<file path="src/rtl/link_event_arbiter.sv">
// link_event_arbiter: round-robin grant of two framed-event link FIFOs onto one router stub input.
// Optional frame-abort timeout is compiled in when LINK_TIMEOUT_EN is defined.
module link_event_arbiter #(
    parameter logic [7:0] TIMEOUT = 8'd80
) (
    input  logic        clk,
    input  logic        reset,
    input  logic        en_proc,
    input  logic [35:0] link0_data,
    input  logic        link0_empty,
    output logic        link0_rd_en,
    input  logic [35:0] link1_data,
    input  logic        link1_empty,
    output logic        link1_rd_en,
    input  logic        router_rd_en,
    output logic        start,
    output logic [35:0] stub_out,
    output logic        stub_valid,
    output logic [1:0]  grant,
    output logic [2:0]  evt_cnt,
    output logic [7:0]  last_bx,
    output logic [7:0]  drop_cnt,
    output logic        timeout_err
);
    typedef enum logic [1:0] {IDLE = 2'd0, START = 2'd1, XFER = 2'd2} state_t;

    state_t      state, state_n;
    logic [1:0]  grant_n;
    logic        start_n;
    logic        prio, prio_n;
    logic [2:0]  evt_cnt_n;
    logic [7:0]  last_bx_n, drop_cnt_n;
    logic        hdr0, hdr1, drop0, drop1;
    logic        stub_empty, xfer, trailer_xfer;
    logic [8:0]  drop_sum;

    function automatic logic is_header(input logic [35:0] w);
        return (w[35:33] == 3'b111) && (w[24:0] == 25'h1ffffff);
    endfunction

    function automatic logic is_trailer(input logic [35:0] w);
        return (w[35:33] == 3'b111) && (w[24:0] == 25'h0000000);
    endfunction

    assign hdr0  = ~link0_empty & is_header(link0_data);
    assign hdr1  = ~link1_empty & is_header(link1_data);
    // Non-header heads are flushed only while idle, enabled and out of reset.
    assign drop0 = (state == IDLE) & en_proc & reset & ~link0_empty & ~is_header(link0_data);
    assign drop1 = (state == IDLE) & en_proc & reset & ~link1_empty & ~is_header(link1_data);

    always_comb begin
        stub_out   = 36'd0;
        stub_empty = 1'b1;
        if (grant[0]) begin
            stub_out   = link0_data;
            stub_empty = link0_empty;
        end else if (grant[1]) begin
            stub_out   = link1_data;
            stub_empty = link1_empty;
        end
    end

    assign stub_valid   = (state == XFER) & en_proc & ~stub_empty;
    assign xfer         = stub_valid & router_rd_en;
    assign trailer_xfer = xfer & is_trailer(stub_out);
    assign link0_rd_en  = (grant[0] & xfer) | drop0;
    assign link1_rd_en  = (grant[1] & xfer) | drop1;
    assign drop_sum     = {1'b0, drop_cnt} + {8'd0, drop0} + {8'd0, drop1};

`ifdef LINK_TIMEOUT_EN
    logic [7:0] idle_cnt, idle_cnt_n;
    logic       timeout_q, timeout_n;
    assign timeout_err = timeout_q;
`else
    logic unused_timeout;
    assign unused_timeout = ^TIMEOUT;
    assign timeout_err    = 1'b0;
`endif

    always_comb begin
        state_n    = state;
        grant_n    = grant;
        start_n    = 1'b0;
        prio_n     = prio;
        evt_cnt_n  = evt_cnt;
        last_bx_n  = last_bx;
        drop_cnt_n = drop_sum[8] ? 8'hff : drop_sum[7:0];
`ifdef LINK_TIMEOUT_EN
        idle_cnt_n = idle_cnt;
        timeout_n  = timeout_q;
`endif
        case (state)
            IDLE: begin
                if (hdr0 & hdr1)
                    grant_n = prio ? 2'b10 : 2'b01;
                else if (hdr0)
                    grant_n = 2'b01;
                else if (hdr1)
                    grant_n = 2'b10;
                if (hdr0 | hdr1) begin
                    state_n = START;
                    start_n = 1'b1;
                end
            end
            START: begin
                state_n = XFER;
`ifdef LINK_TIMEOUT_EN
                idle_cnt_n = 8'd0;
`endif
            end
            XFER: begin
                if (trailer_xfer) begin
                    last_bx_n = stub_out[32:25];
                    evt_cnt_n = evt_cnt + 3'd1;
                    prio_n    = grant[0];
                    grant_n   = 2'b00;
                    state_n   = IDLE;
                end
`ifdef LINK_TIMEOUT_EN
                if (xfer) begin
                    idle_cnt_n = 8'd0;
                end else if (idle_cnt + 8'd1 == TIMEOUT) begin
                    // Abandon the stalled frame; its tail is flushed later as non-header words.
                    timeout_n  = 1'b1;
                    grant_n    = 2'b00;
                    prio_n     = ~prio;
                    state_n    = IDLE;
                    idle_cnt_n = 8'd0;
                end else begin
                    idle_cnt_n = idle_cnt + 8'd1;
                end
`endif
            end
            default: state_n = IDLE;
        endcase
    end

    always_ff @(posedge clk) begin
        if (!reset) begin
            state    <= IDLE;
            grant    <= 2'b00;
            start    <= 1'b0;
            prio     <= 1'b0;
            evt_cnt  <= 3'd0;
            last_bx  <= 8'd0;
            drop_cnt <= 8'd0;
`ifdef LINK_TIMEOUT_EN
            idle_cnt  <= 8'd0;
            timeout_q <= 1'b0;
`endif
        end else if (!en_proc) begin
            state <= IDLE;
            grant <= 2'b00;
            start <= 1'b0;
`ifdef LINK_TIMEOUT_EN
            idle_cnt <= 8'd0;
`endif
        end else begin
            state    <= state_n;
            grant    <= grant_n;
            start    <= start_n;
            prio     <= prio_n;
            evt_cnt  <= evt_cnt_n;
            last_bx  <= last_bx_n;
            drop_cnt <= drop_cnt_n;
`ifdef LINK_TIMEOUT_EN
            idle_cnt  <= idle_cnt_n;
            timeout_q <= timeout_n;
`endif
        end
    end
endmodule

</file>
<file path="config.mk">
export PLATFORM = sky130hd
export DESIGN_NAME = link_event_arbiter
export DESIGN_NICKNAME = d
export VERILOG_FILES = /design/src/rtl/link_event_arbiter.sv
export SDC_FILE = /design/constraint.sdc
export NUM_CORES = 1
export LEC_CHECK = 0
export BUFFER_PORTS_ARGS = -buffer_cell sky130_fd_sc_hd__buf_2
export CAP_MARGIN = 10
export CELL_PAD_IN_SITES_DETAIL_PLACEMENT = 1
export CELL_PAD_IN_SITES_GLOBAL_PLACEMENT = 1
export CORE_ASPECT_RATIO = 1.75
export CORE_MARGIN = 2
export CORE_UTILIZATION = 30
export CTS_BUF_LIST = sky130_fd_sc_hd__clkbuf_4 sky130_fd_sc_hd__clkbuf_8
export DETAILED_ROUTE_END_ITERATION = 6
export PLACE_DENSITY_LB_ADDON = 0.1
export SLEW_MARGIN = 20
export SYNTH_ARGS = -nofsm -noshare
export SYNTH_HDL_FRONTEND = slang
export SYNTH_SLANG_ARGS = --single-unit
</file>
<file path="constraint.sdc">
create_clock -name clk -period 4.8 [get_ports clk]
set_input_delay 0 -clock clk [delete_from_list [all_inputs] [get_ports clk]]
set_output_delay 0 -clock clk [all_outputs]
set_load 0.02 [all_outputs]
</file>
# ---- Word level (Yosys, flattened, before mapping)
# Index checks and enable logic that the tools add are counted.
dict set report totals {
  register_bits 25
  latch_bits 0
  ramBits 0
  mem_bits_ro 0
  out_inout_bits 62
  word_cells 68
  memories 0
}
dict set report classes {
  add_sub_neg 3
  n_mul 0
  n_div 0
  magnitude_cmp 0
  n_eq_ne 10
  shifts 0
  muxes 14
  n_bitwise 23
  reduce_logical 11
}
# cell count
set ops {}
lappend ops {{2-to-1 mux 36 bit} 2}
lappend ops {{equality test 25 bit, second input constant} 2}
lappend ops {{zero test 25 bit} 1}
lappend ops {{AND 1 bit} 15}
lappend ops {{2-to-1 mux 2 bit} 6}
lappend ops {{adder 8 x 1 -> 9 bit} 1}
lappend ops {{adder 9 x 1 -> 9 bit} 1}
lappend ops {{equality test 3 bit, second input constant} 3}
lappend ops {{AND reduction 3 bit} 3}
lappend ops {{2-to-1 mux 8 bit} 1}
lappend ops {{one-hot mux 2 bit (3 select lines)} 1}
lappend ops {{NOT 1 bit} 5}
lappend ops {{!= test 4 x 3 -> 1 bit, second input constant} 1}
lappend ops {{one-hot mux 2 bit (2 select lines)} 1}
lappend ops {{AND reduction 2 bit} 2}
lappend ops {{adder 3 x 1 -> 3 bit, second input constant} 1}
lappend ops {{logical AND 1 bit} 3}
lappend ops {{2-to-1 mux 1 bit} 3}
lappend ops {{OR 1 bit} 3}
lappend ops {{equality test 2 x 1 -> 1 bit, second input constant} 1}
lappend ops {{equality test 2 bit, second input constant} 1}
lappend ops {{zero test 2 bit} 1}
lappend ops {{!= test 2 x 1 -> 1 bit, second input constant} 1}
lappend ops {{!= test 2 bit, second input constant} 1}
lappend ops {{nonzero test 2 bit} 1}

# ---- Depth between registers and ports, before layout
dict set report depth {
  ltp_word 8
  ltp_mapped 14
}

# ---- Least setup slack after synthesis
# Ideal clock, no wire load.
dict set report synth_timing {
  path_type {reg-to-reg}
  start {reg state[1]}
  end {reg drop_cnt[0]}
  setup_time_ns 0.070
  t_arrival_ns 2.127
  required_ns 4.730
  setup_slack_ns 2.602
  stages_incl_launch_ff 13
  period_less_slack_ns 2.198
  cell_sequence {dfxtp_1 > nor2_1 > nand2_1 > nor2_1 > nand2_1 > fa_1 > inv_1 > ha_1 > nand2_1 > nor2_1 > and3_1 > nand3_1 > a21oi_1}
}
dict set report synth_via {
  elab_chain_len 8
}
# element line
set synth_lines {}
lappend synth_lines {{start, declared} 27} ;# state_t state, state_n;
lappend synth_lines {{start signal, assigned} 159} ;# state <= state_n;
lappend synth_lines {{zero test 2 bit *} {48, 49}}
lappend synth_lines {{AND 1 bit * (2 in series)} {48, 49}}
lappend synth_lines {{AND 1 bit (2 in series)} 48} ;# assign drop0 = (state == IDLE) & en_proc & reset & ~link0_empty & ~is_header(link0_data);
lappend synth_lines {{adder 8 x 1 -> 9 bit} 68} ;# assign drop_sum = {1'b0, drop_cnt} + {8'd0, drop0} + {8'd0, drop1};
lappend synth_lines {{adder 9 x 1 -> 9 bit *} 68}
lappend synth_lines {{2-to-1 mux 8 bit *} 87} ;# drop_cnt_n = drop_sum[8] ? 8'hff : drop_sum[7:0];
lappend synth_lines {{end signal, assigned} 165} ;# drop_cnt <= drop_cnt_n;
lappend synth_lines {{end, declared} 22} ;# output logic [7:0] drop_cnt,
# Every way passes the cells marked *; elsewhere a longest branch is shown, timed or not.
# A chain may end at the register's enable or synchronous reset.

# ---- Worst setup path after layout
dict set report layout_timing {
  start {reg grant[0]}
  end {reg evt_cnt[1]}
}
dict set report layout_via {
  elab_chain_len 6
}
# element line
set layout_lines {}
lappend layout_lines {{start, declared} 19} ;# output logic [1:0] grant,
lappend layout_lines {{start signal, assigned} 160} ;# grant <= grant_n;
lappend layout_lines {{parallel branches: the longest is 4 deep, another holds 2-to-1 mux 36 bit} n/a}
lappend layout_lines {{AND 1 bit *} 65} ;# assign trailer_xfer = xfer & is_trailer(stub_out);
lappend layout_lines {{AND reduction 3 bit (no line) *} n/a}
lappend layout_lines {{end signal, assigned} 163} ;# evt_cnt <= evt_cnt_n;
lappend layout_lines {{end, declared} 20} ;# output logic [2:0] evt_cnt,
# Every way passes the cells marked *.

==> results.cfg <==
[outcome]
status = complete, no violations

[drt]
firstDrtPassIters = 4
drt_via_density = 5.632
dr.first_iter.drc_count = 144
avgRoutedWirePerCell_um = 17.69
drt_antenna_net_count = 0
post-route-drc-count = 0
wl_um = 8171
dr_total_vias = 2602

[logic_synthesis]
post_synth_fa_ha_maj_area_fraction_pct = 2.317
synth_largest_area_cell = dfxtp_1
synth.ff_latch_count = 25
synth_xor_xnor_area_share_pct = 3.153
post-synth-top-area-fraction_pct = 25.74
synth_instances = 253
post_synth_mux_area_share_pct = 6.178
synthesis.area_mm2 = 0.001944
synth_top_family_by_area = simple AND/OR/NAND/NOR gates
share_of_flip_flops_with_an_asynchronous_set_or_reset_pct = 0
post-synth-top-count-cell = nand4_1
synth_enable_flop_cells = 0
yosys.area_share.simple_pct = 35.71
ys_warn_count = 0
biggest_area_contributors_in_the_synthesized_netlist = dfxtp_1 26%, a22o_1 12%, nand4_1 11%
synthesis.nets = 334
yosys.cell_types.count = 44
syn-mean-instance-area_um2 = 7.685
postSynth.topFlopCell = dfxtp_1
synth-seq-area-share_pct = 25.74
synth_compound_gate_area_share_pct = 22.27
netlist_top_cells_count = 33 x nand4_1, 32 x nand2_1, 27 x a22o_1

[setup_path]
critical_path.endpoint_type = register
critical_path_required_ns = 4.94
cp.arrival_ns = 3.28
timing.critical_path.fanout_max = 57
timing.rr.start = grant[0]
cp_num_buf_inv = 1
worstSetupStartpointType = register
setup.worst_path.start = grant[0]
critical_path.cell_chain = nor2b_2 > buf_4 > a221o_1 > nor4_4 > nand3_1 > mux2i_1 > nor2_1
reg2reg_setup_slack_ns = 1.65
worst-setup-path-type = reg -> reg
critical_path.max_stage_delay_ns = 0.98
critPathTopFamily = simple AND/OR/NAND/NOR gates
worst_path_cell_with_the_longest_stage_delay = dfxtp_2

[global_routing]
first_global_vias = 2664
gr-total-overflow = 0
grt_antenna_before_repair = 0
grt_start_max_net_pins = 58
groute.usage.overall_pct = 22.47
global_route_wire_length_before_repair_um = 13060

[floorplan]
ios = 140
start_util_pct = 31.22
fp.dieH_um = 110.5
fp.coreArea_mm2 = 0.006228
die_area_mm2 = 0.007166
die_w_um = 64.86
rows = 38

[power_and_ir_drop]
internal_power_uw = 304.0
finalPower_uw = 416.3
power_switching_share_pct = 26.98
total_switching_power_uw = 112.3
clock_power_share_pct = 30.9
power.ir.vdd_worst_mv = 0.1393
power_leakage_nw = 1.418
p_per_area_mw_per_mm2 = 151.8
power.share.combinational_pct = 18.9
seqPwrFrac_pct = 50.2

[finish]
final.fill_count = 827
post_route_cells_drive_above_1_share_pct = 38.74
fin_util_pct = 44.01
finish.cell_count_without_fillers = 462
layout-area-overhead-vs-synth_pct = 40.99
diodes = 0
fin_nets = 464

[clock_network]
cts.sinks = 25
clock_latency_ns = 0.26
tritoncts = built
htreeDepth = 1
cts_made_buffers = 3
max-clock-path-buffers = 2
cts.clk_slew.worst_paths_ns = 0.08
ctsRootBufferMaster = clkbuf_8
post_cts.repair.setup_buffers = 0

[sta]
setup_ws_ns = 1.651
rsz_0062_raised_after_global_routing = no
maxSlewViolCount = 0
min_period_over_period_pct = 65.61
setup-violations-final = 0
setup-tns-final_ns = 0
skew_ns = 0.002935
maxClockFrequency_mhz = 317.6
hold_viol_final = 0
max_slew.worst_pin.slew_ns = 0.9822
min_period_ns = 3.149
normalized_max_slew_margin_pct = 34.52

[placed_design]
pre_cts_ws_ns = 1.617
place.port_buffers = 138
instance_count_after_placement_with_tap_cells_included = 457
place_congestion = 0.8660
dp.final_hpwl_um = 6671

[run]
drv.max_cap_violation_count = 0

[min_path]
worst_hold_startpoint = en_proc
hold_path.class = in -> reg
-- power groups by stage --
| stage | clock network, mW | logic, mW | registers (mW) |
|---|---|---|---|
| floorplan | 0 | 0.0165 | 0.215 |
| global placement | 0 | 0.0770 | 0.214 |
| detailed placement | 0 | 0.0772 | 0.214 |
| CTS | 0.136 | 0.0783 | 0.209 |
| global route | 0.140 | 0.0857 | 0.209 |
| finish | 0.129 | 0.0787 | 0.209 |
-- cells by family (layout without fill, tap and decap cells) --
kind of cell | count (synthesis) | in the layout
xor+xnor | 7 | 7
compound gates | 56 | 56
mux | 12 | 12
fa+ha+maj | 3 | 3
flops | 25 | 25
other cells | 1 | 1
simple gates | 128 | 128
buf+inv | 21 | 150
-- cells in the final DEF, fill, tap and decap left out, types with 2 or more instances in the layout --
master / Yosys / layout
nor4_1: 12 / 12
o21ai_0: 6 / 6
ha_1: 2 / 2
a21oi_1: 8 / 8
nand3b_1: 7 / 7
a22o_1: 27 / 27
nand4_1: 33 / 33
nand2_1: 32 / 32
dfxtp_1: 25 / 24
nand3_1: 4 / 4
inv_1: 6 / 6
clkbuf_8: 0 / 3
nand2b_1: 2 / 2
xnor2_1: 2 / 2
nor4b_1: 2 / 2
nor2_1: 22 / 22
mux2i_1: 12 / 12
a31oi_1: 3 / 3
buf_2: 3 / 138
nor3_1: 4 / 4
xor2_1: 5 / 5
and3_1: 4 / 4
-- timing repair --
item                                   in CTS  in global routing
endpoints found under the hold margin       1                  0
gates resized for setup                     0                  0
hold buffers                                1                  0
-- sequential cells by signal, summed over array words and instances, names as in the netlist --
| register | count |
|---|---|
| start | 1 |
| evt_cnt | 3 |
| drop_cnt | 8 |
| state | 2 |
| prio | 1 |
| grant | 2 |
| last_bx | 8 |
-- final timing paths --
| path | endpoint | depth (start not counted) |
|---|---|---|
| worst max register to register | evt_cnt[1] | 7 |
| worst min register to register | last_bx[6] | 2 |
| worst max-delay path | evt_cnt[1] | 7 |
| worst min-delay path | grant[1] | 3 |
-- cell type report --
type	count	area [µm²]	area share, %
repair buffers	140	708.2	25.83
inverters	6	22.52	0.8215
multi-input cells	207	1360	49.61
clock buffers	4	48.80	1.780
flip-flops and latches	25	501.7	18.30
well taps	80	100.1	3.651
-- metal layers --
layer  global-route usage (%)  vias up  share of wire, %
li1                         -     1238                 -
met5                        0        -                 0
met2                    43.37      103                55
met1                    23.09     1242                36
met3                    2.444       19               5.7
met4                    9.929        0               3.6
-- through the flow --
stage | hold slack [ns] | cell area [µm²]
final | 0.05216 | 2741
after global routing | 0.08542 | 2741
after CTS | 0.04679 | 2741
after detailed placement | 0.2846 | 2683
after global placement | 0.2713 | 2683
after floorplan | 0.1383 | 1944
-- tightest hold or removal path: cells and delay by family --
family / cells / cell delay [ns]
AOI/OAI and AO/OA: 1 / 0.06
buffers and inverters: 1 / 0.14
and+or+nand+nor: 1 / 0.07
Power figures use the tool's default switching activity.
